--- src/rtl/parking_gate_controller.sv ---
// parking_gate_controller
// Arbitrates the single shared barrier gate between the entry and exit lanes
// and keeps the authoritative occupancy count. The lane sensors are treated as
// ground truth, so the count follows car_enter/car_exit in every state. All
// outputs apart from full/empty are registered, which means they report the
// state that was current one cycle earlier.
module parking_gate_controller #(
    parameter int CAPACITY    = 15,
    parameter int CNT_W       = 4,
    parameter int OPEN_CYCLES = 8
) (
    input  logic             clk,
    input  logic             reset_n,
    input  logic             entry_req,
    input  logic             exit_req,
    input  logic             car_enter,
    input  logic             car_exit,
    output logic             gate_open,
    output logic             grant_entry,
    output logic             grant_exit,
    output logic [CNT_W-1:0] count,
    output logic             full,
    output logic             empty,
    output logic             deny,
    output logic             timeout
);

    localparam int TMR_W = $clog2(OPEN_CYCLES + 1);
    localparam logic [CNT_W-1:0] CAP_VAL  = CNT_W'(CAPACITY);
    localparam logic [TMR_W-1:0] TMR_LOAD = TMR_W'(OPEN_CYCLES);
    localparam logic [TMR_W-1:0] TMR_ONE  = TMR_W'(1);

    typedef enum logic [1:0] {
        IDLE     = 2'd0,
        OPEN_IN  = 2'd1,
        OPEN_OUT = 2'd2,
        CLOSE    = 2'd3
    } state_t;

    state_t           state_reg, state_next;
    logic [TMR_W-1:0] timer_reg, timer_next;
    logic             prefer_entry_reg, prefer_entry_next;
    // Remembers that the current CLOSE was reached by expiry rather than a car,
    // so the timeout pulse lands in the first closed output cycle.
    logic             timed_out_reg, timed_out_next;
    logic [CNT_W-1:0] count_reg, count_next;

    logic gate_open_reg, gate_open_next;
    logic grant_entry_reg, grant_entry_next;
    logic grant_exit_reg, grant_exit_next;
    logic deny_reg, deny_next;
    logic timeout_reg, timeout_next;

    logic full_w;
    logic empty_w;
    logic entry_ok;
    logic exit_ok;

    // Flags decode straight from the count register; eligibility therefore
    // always sees the pre-update occupancy.
    assign full_w   = (count_reg == CAP_VAL);
    assign empty_w  = (count_reg == '0);
    assign entry_ok = entry_req & ~full_w;
    assign exit_ok  = exit_req & ~empty_w;

    // State, timer, arbitration flag, occupancy and registered outputs.
    always_ff @(posedge clk or negedge reset_n) begin
        if (!reset_n) begin
            state_reg        <= IDLE;
            timer_reg        <= '0;
            prefer_entry_reg <= 1'b1;
            timed_out_reg    <= 1'b0;
            count_reg        <= '0;
            gate_open_reg    <= 1'b0;
            grant_entry_reg  <= 1'b0;
            grant_exit_reg   <= 1'b0;
            deny_reg         <= 1'b0;
            timeout_reg      <= 1'b0;
        end else begin
            state_reg        <= state_next;
            timer_reg        <= timer_next;
            prefer_entry_reg <= prefer_entry_next;
            timed_out_reg    <= timed_out_next;
            count_reg        <= count_next;
            gate_open_reg    <= gate_open_next;
            grant_entry_reg  <= grant_entry_next;
            grant_exit_reg   <= grant_exit_next;
            deny_reg         <= deny_next;
            timeout_reg      <= timeout_next;
        end
    end

    // Next-state, timer, round-robin and output decode.
    always_comb begin
        state_next        = state_reg;
        timer_next        = timer_reg;
        prefer_entry_next = prefer_entry_reg;
        timed_out_next    = timed_out_reg;
        gate_open_next    = 1'b0;
        grant_entry_next  = 1'b0;
        grant_exit_next   = 1'b0;
        deny_next         = 1'b0;
        timeout_next      = 1'b0;

        case (state_reg)
            IDLE: begin
                timed_out_next = 1'b0;
                // A full lot refuses entry every idle cycle, even when the
                // exit side is granted in the same cycle.
                deny_next = entry_req & full_w;
                if (entry_ok && (!exit_ok || prefer_entry_reg)) begin
                    state_next        = OPEN_IN;
                    timer_next        = TMR_LOAD;
                    prefer_entry_next = 1'b0;
                end else if (exit_ok) begin
                    state_next        = OPEN_OUT;
                    timer_next        = TMR_LOAD;
                    prefer_entry_next = 1'b1;
                end
            end
            OPEN_IN: begin
                gate_open_next   = 1'b1;
                grant_entry_next = 1'b1;
                timer_next       = timer_reg - TMR_ONE;
                if (car_enter) begin
                    state_next = CLOSE;
                end else if (timer_reg == TMR_ONE) begin
                    state_next     = CLOSE;
                    timed_out_next = 1'b1;
                end
            end
            OPEN_OUT: begin
                gate_open_next  = 1'b1;
                grant_exit_next = 1'b1;
                timer_next      = timer_reg - TMR_ONE;
                if (car_exit) begin
                    state_next = CLOSE;
                end else if (timer_reg == TMR_ONE) begin
                    state_next     = CLOSE;
                    timed_out_next = 1'b1;
                end
            end
            CLOSE: begin
                timeout_next = timed_out_reg;
                state_next   = IDLE;
            end
            default: begin
                state_next = IDLE;
            end
        endcase
    end

    // Saturating occupancy counter; simultaneous pulses cancel.
    always_comb begin
        count_next = count_reg;
        if (car_enter && !car_exit && !full_w) begin
            count_next = count_reg + CNT_W'(1);
        end else if (car_exit && !car_enter && !empty_w) begin
            count_next = count_reg - CNT_W'(1);
        end
    end

    assign gate_open   = gate_open_reg;
    assign grant_entry = grant_entry_reg;
    assign grant_exit  = grant_exit_reg;
    assign count       = count_reg;
    assign full        = full_w;
    assign empty       = empty_w;
    assign deny        = deny_reg;
    assign timeout     = timeout_reg;

endmodule

--- config.mk ---
export PLATFORM = sky130hd
export DESIGN_NAME = parking_gate_controller
export DESIGN_NICKNAME = d
export VERILOG_FILES = /design/src/rtl/parking_gate_controller.sv
export SDC_FILE = /design/constraint.sdc
export NUM_CORES = 1
export LEC_CHECK = 0
export ABC_AREA = 1
export CAP_MARGIN = 25
export CORE_MARGIN = 2
export CORE_UTILIZATION = 52
export CTS_CLUSTER_SIZE = 10
export DETAILED_ROUTE_END_ITERATION = 7
export GPL_ROUTABILITY_DRIVEN = 0
export PLACE_DENSITY = 0.78
export RECOVER_POWER = 25
export REMOVE_ABC_BUFFERS = 1
export SLEW_MARGIN = 20
export SYNTH_ARGS = -nofsm -noshare
export SYNTH_HDL_FRONTEND = slang
export SYNTH_SLANG_ARGS = --single-unit
--- constraint.sdc ---
create_clock -name clk -period 1.8 [get_ports clk]
set_input_delay 0.27 -clock clk [delete_from_list [all_inputs] [get_ports clk]]
set_output_delay 0.27 -clock clk [all_outputs]
set_load 0.01 [all_outputs]
==> flow_metrics.env <==
export IMPL_status="completed"
export IMPL_worstSkewPairLatency_ns=0.29
export IMPL_port_buffers=16
export IMPL_max_stage_delay_ns=0.47
export IMPL_vias=894
export IMPL_finalClockSkew_ns=0.00384
export IMPL_synthAdderAreaFrac_pct=12.7
export IMPL_ys_seq_area_share_pct=41.0
export IMPL_grt_usage_pct=20.1
export IMPL_die_x_um=48.7
export IMPL_grt_pass1_vias=913
export IMPL_synth_area_um2=1040
export IMPL_p_leak_uw=0.000711
export IMPL_setup_viol_count_final=0
export IMPL_gr_usage_met1_pct=27.3
export IMPL_numClockSinks=17
export IMPL_holdCritPathClass="register to register"
export IMPL_drive_above_1_share_pct=23.1
export IMPL_clk_pin_slew_ns=0.10
export IMPL_rsz0062_at_grt="false"
export IMPL_path_max_fanout=4
export IMPL_wl_um=2090
export IMPL_hold_viol=0
export IMPL_synth_compound_area_share_pct=8.41
export IMPL_ant_nets=0
export IMPL_overflow=0
export IMPL_synthSimpleGateAreaFrac_pct=30.3
export IMPL_grt_pass1_wl_um=3740
export IMPL_fp_row_count=16
export IMPL_critPathKind="register to output port"
export IMPL_placed_cells=172
export IMPL_seq_area_um2=427
export IMPL_drc_errors=0
export IMPL_synth_mux_area_share_pct=0
export IMPL_synth_common_cells="nand2_1, dfrtp_1, inv_1"
export IMPL_post_drt_wl_per_cell_um=11.4
export IMPL_crit_arrival_ns=1.44
export IMPL_synth_most_common_cell="nand2_1"
export IMPL_clock_fmax_mhz=583
export IMPL_crit_chain="buf_4, buf_4, clkdlybuf4s50_1"
export IMPL_synth_distinct_cells=24
export IMPL_drtPass1Iterations=4
export IMPL_numCtsBuffers=3
export IMPL_fp_dieArea_um2=2380
export IMPL_maxCapViolCount=0
export IMPL_synth_async_reset_ratio_pct=100
export IMPL_fin_crit_ns=1.71
export IMPL_cts_root_buf="clkbuf_4"
export IMPL_die_h_um=48.7
export IMPL_use_met3_pct=4.01
export IMPL_synth_top_cell_area_share_pct=38.5
export IMPL_multi_input_area_um2=566
export IMPL_grt_max_degree=18
export IMPL_crit_path_end_kind="output port"
export IMPL_synth_edf_count=0
export IMPL_antennaDiodeCount=0
export IMPL_finalNetCount=173
export IMPL_postSynthAreaPerCell_um2=8.60
export IMPL_synth_top_family_by_area="simple AND/OR/NAND/NOR gates"
export IMPL_yosys_area_top_type="dfrtp_1"
export IMPL_relSlewSlack_pct=40.9
export IMPL_syn2layout_area_growth_pct=32.2
export IMPL_cts_tree="yes"
export IMPL_crit_path_start_kind="register"
export IMPL_drv_slew=0
export IMPL_top_usage_layer="met2"
export IMPL_htree_levels=1
export IMPL_finalSetupTns_ns=0
export IMPL_initial_core_util_pct=54.2
export IMPL_antenna_found_initial=0
export IMPL_crit_top_cell="buf_4"
export IMPL_postSynthCellCount=121
export IMPL_synthFlopType="dfrtp_1"
export IMPL_yosysWarnings=0
export IMPL_power_density_nw_per_um2=1780
export IMPL_ys_ff_latch=17
export IMPL_via_per_inst=4.89
export IMPL_cp_required_ns=1.53
export IMPL_core_area_um2=1920
export IMPL_hpwl_um=1570
export IMPL_clockBufferDepth=2
export IMPL_synth_xor_area_share_pct=2.52
export IMPL_num_fill_cells=151
export IMPL_worst_pin_slew_ns=0.886
export IMPL_max_vdd_ir_drop_uv=1160
export IMPL_timing_final_crit_share_pct=95.3
export IMPL_ys_top_cells_by_area="dfrtp_1, ha_1, nand2_1"
export IMPL_pin_count=17
export IMPL_use_met2_pct=32.6
export IMPL_drtIter0Drc=21
export IMPL_slowest_stage="clkdlybuf4s50_1"
export IMPL_finalNonFillerCells=183
-- metal layers --
metal,wire (µm),vias to the layer above
li1,-,462
met1,1020,408
met2,979,22
met3,83,2
met4,13,0
met5,0,-
-- worst paths after layout --
| check | from | to | slack, ns | depth (start not counted) |
|---|---|---|---|---|
| max in group asynchronous | reset_n | count[0] | 0.66 | 2 |
| max reg2reg | count[0] | count[3] | 0.15 | 9 |
| min reg2reg | timer_reg[1] | timer_reg[1] | 0.49 | 2 |
| min | timer_reg[1] | timer_reg[1] | 0.49 | 2 |
| max | count[2] | count[2] | 0.09 | 3 |
| min in group asynchronous | reset_n | grant_entry | 0.60 | 2 |
-- logic make-up (layout without fill, tap and decap cells) --
group | after synthesis | after routing
AOI/OAI and AO/OA | 12 | 12
xor gates and xnor gates | 3 | 3
adders and majority gates | 10 | 10
buffers and inverters | 14 | 49
DFF | 17 | 17
and+or+nand+nor | 65 | 65
-- power by group --
part           internal (µW)  total, µW  switching [µW]
clock                   82.5        204             121
sequential               567        709             142
combinational            731       1540             810
-- cell type report --
| type | count | share of cell area (%) |
|---|---|---|
| multi-input combinational | 90 | 41.1 |
| sequential | 17 | 31.0 |
| timing repair buffer | 31 | 19.6 |
| inverter | 14 | 3.82 |
| tap | 27 | 2.45 |
| clock buffer | 3 | 1.64 |
| clock inverter | 1 | 0.364 |
-- metrics by stage --
stage | total power (µW) | worst slack, ns | cell area [µm²] | hold WS [ns] | util (%)
floorplan | 1660 | 0.0734 | 1040 | -0.0256 | -
detailed placement | 2130 | -0.189 | 1290 | 0.474 | 67.4
finish | 2450 | 0.0851 | 1380 | 0.490 | 71.6
CTS | 2440 | 0.0158 | 1370 | 0.289 | 71.1
global route | 2690 | 0.00286 | 1380 | 0.514 | 71.6
global placement | 2070 | -0.125 | 1290 | 0.453 | 67.4
-- layout by cell type (no fill, tap or decap) --
master and count:
or2_2 1, ha_1 9, fa_1 1, clkbuf_4 3, dlygate4sd2_1 1, o21ai_0 2
dfrtp_1 16, clkbuf_1 1, nand2_1 30, nand3_4 1, dlymetal6s2s_1 1, clkdlybuf4s50_1 13
o21ai_2 3, o21ai_1 2, buf_4 14, xnor2_1 2, nand2_4 2, nor3_1 1
clkinv_2 1, inv_1 12, o21a_1 1, a21oi_2 1, nor2_2 1, nand2_2 5
dfstp_2 1, xor2_1 1, nor2_1 9, dlygate4sd3_1 1, o21bai_4 1, a21oi_1 2
inv_2 2, nand3_1 11, nand4_1 4
-- repair_timing --
item / CTS / global route
gates resized for setup: 1 / 2
endpoints found under the setup margin: 2 / 2
hold buffers: 0 / 0
buffers inserted: 6 / 1
pin swaps: 2 / 0
-- worst max-delay path, delay by kind of cell (launching register included) --
kind | cells | cell delay [ns]
buf+inv | 3 | 0.74
flops | 1 | 0.42
No activity file was read; power rests on OpenSTA's default activity.
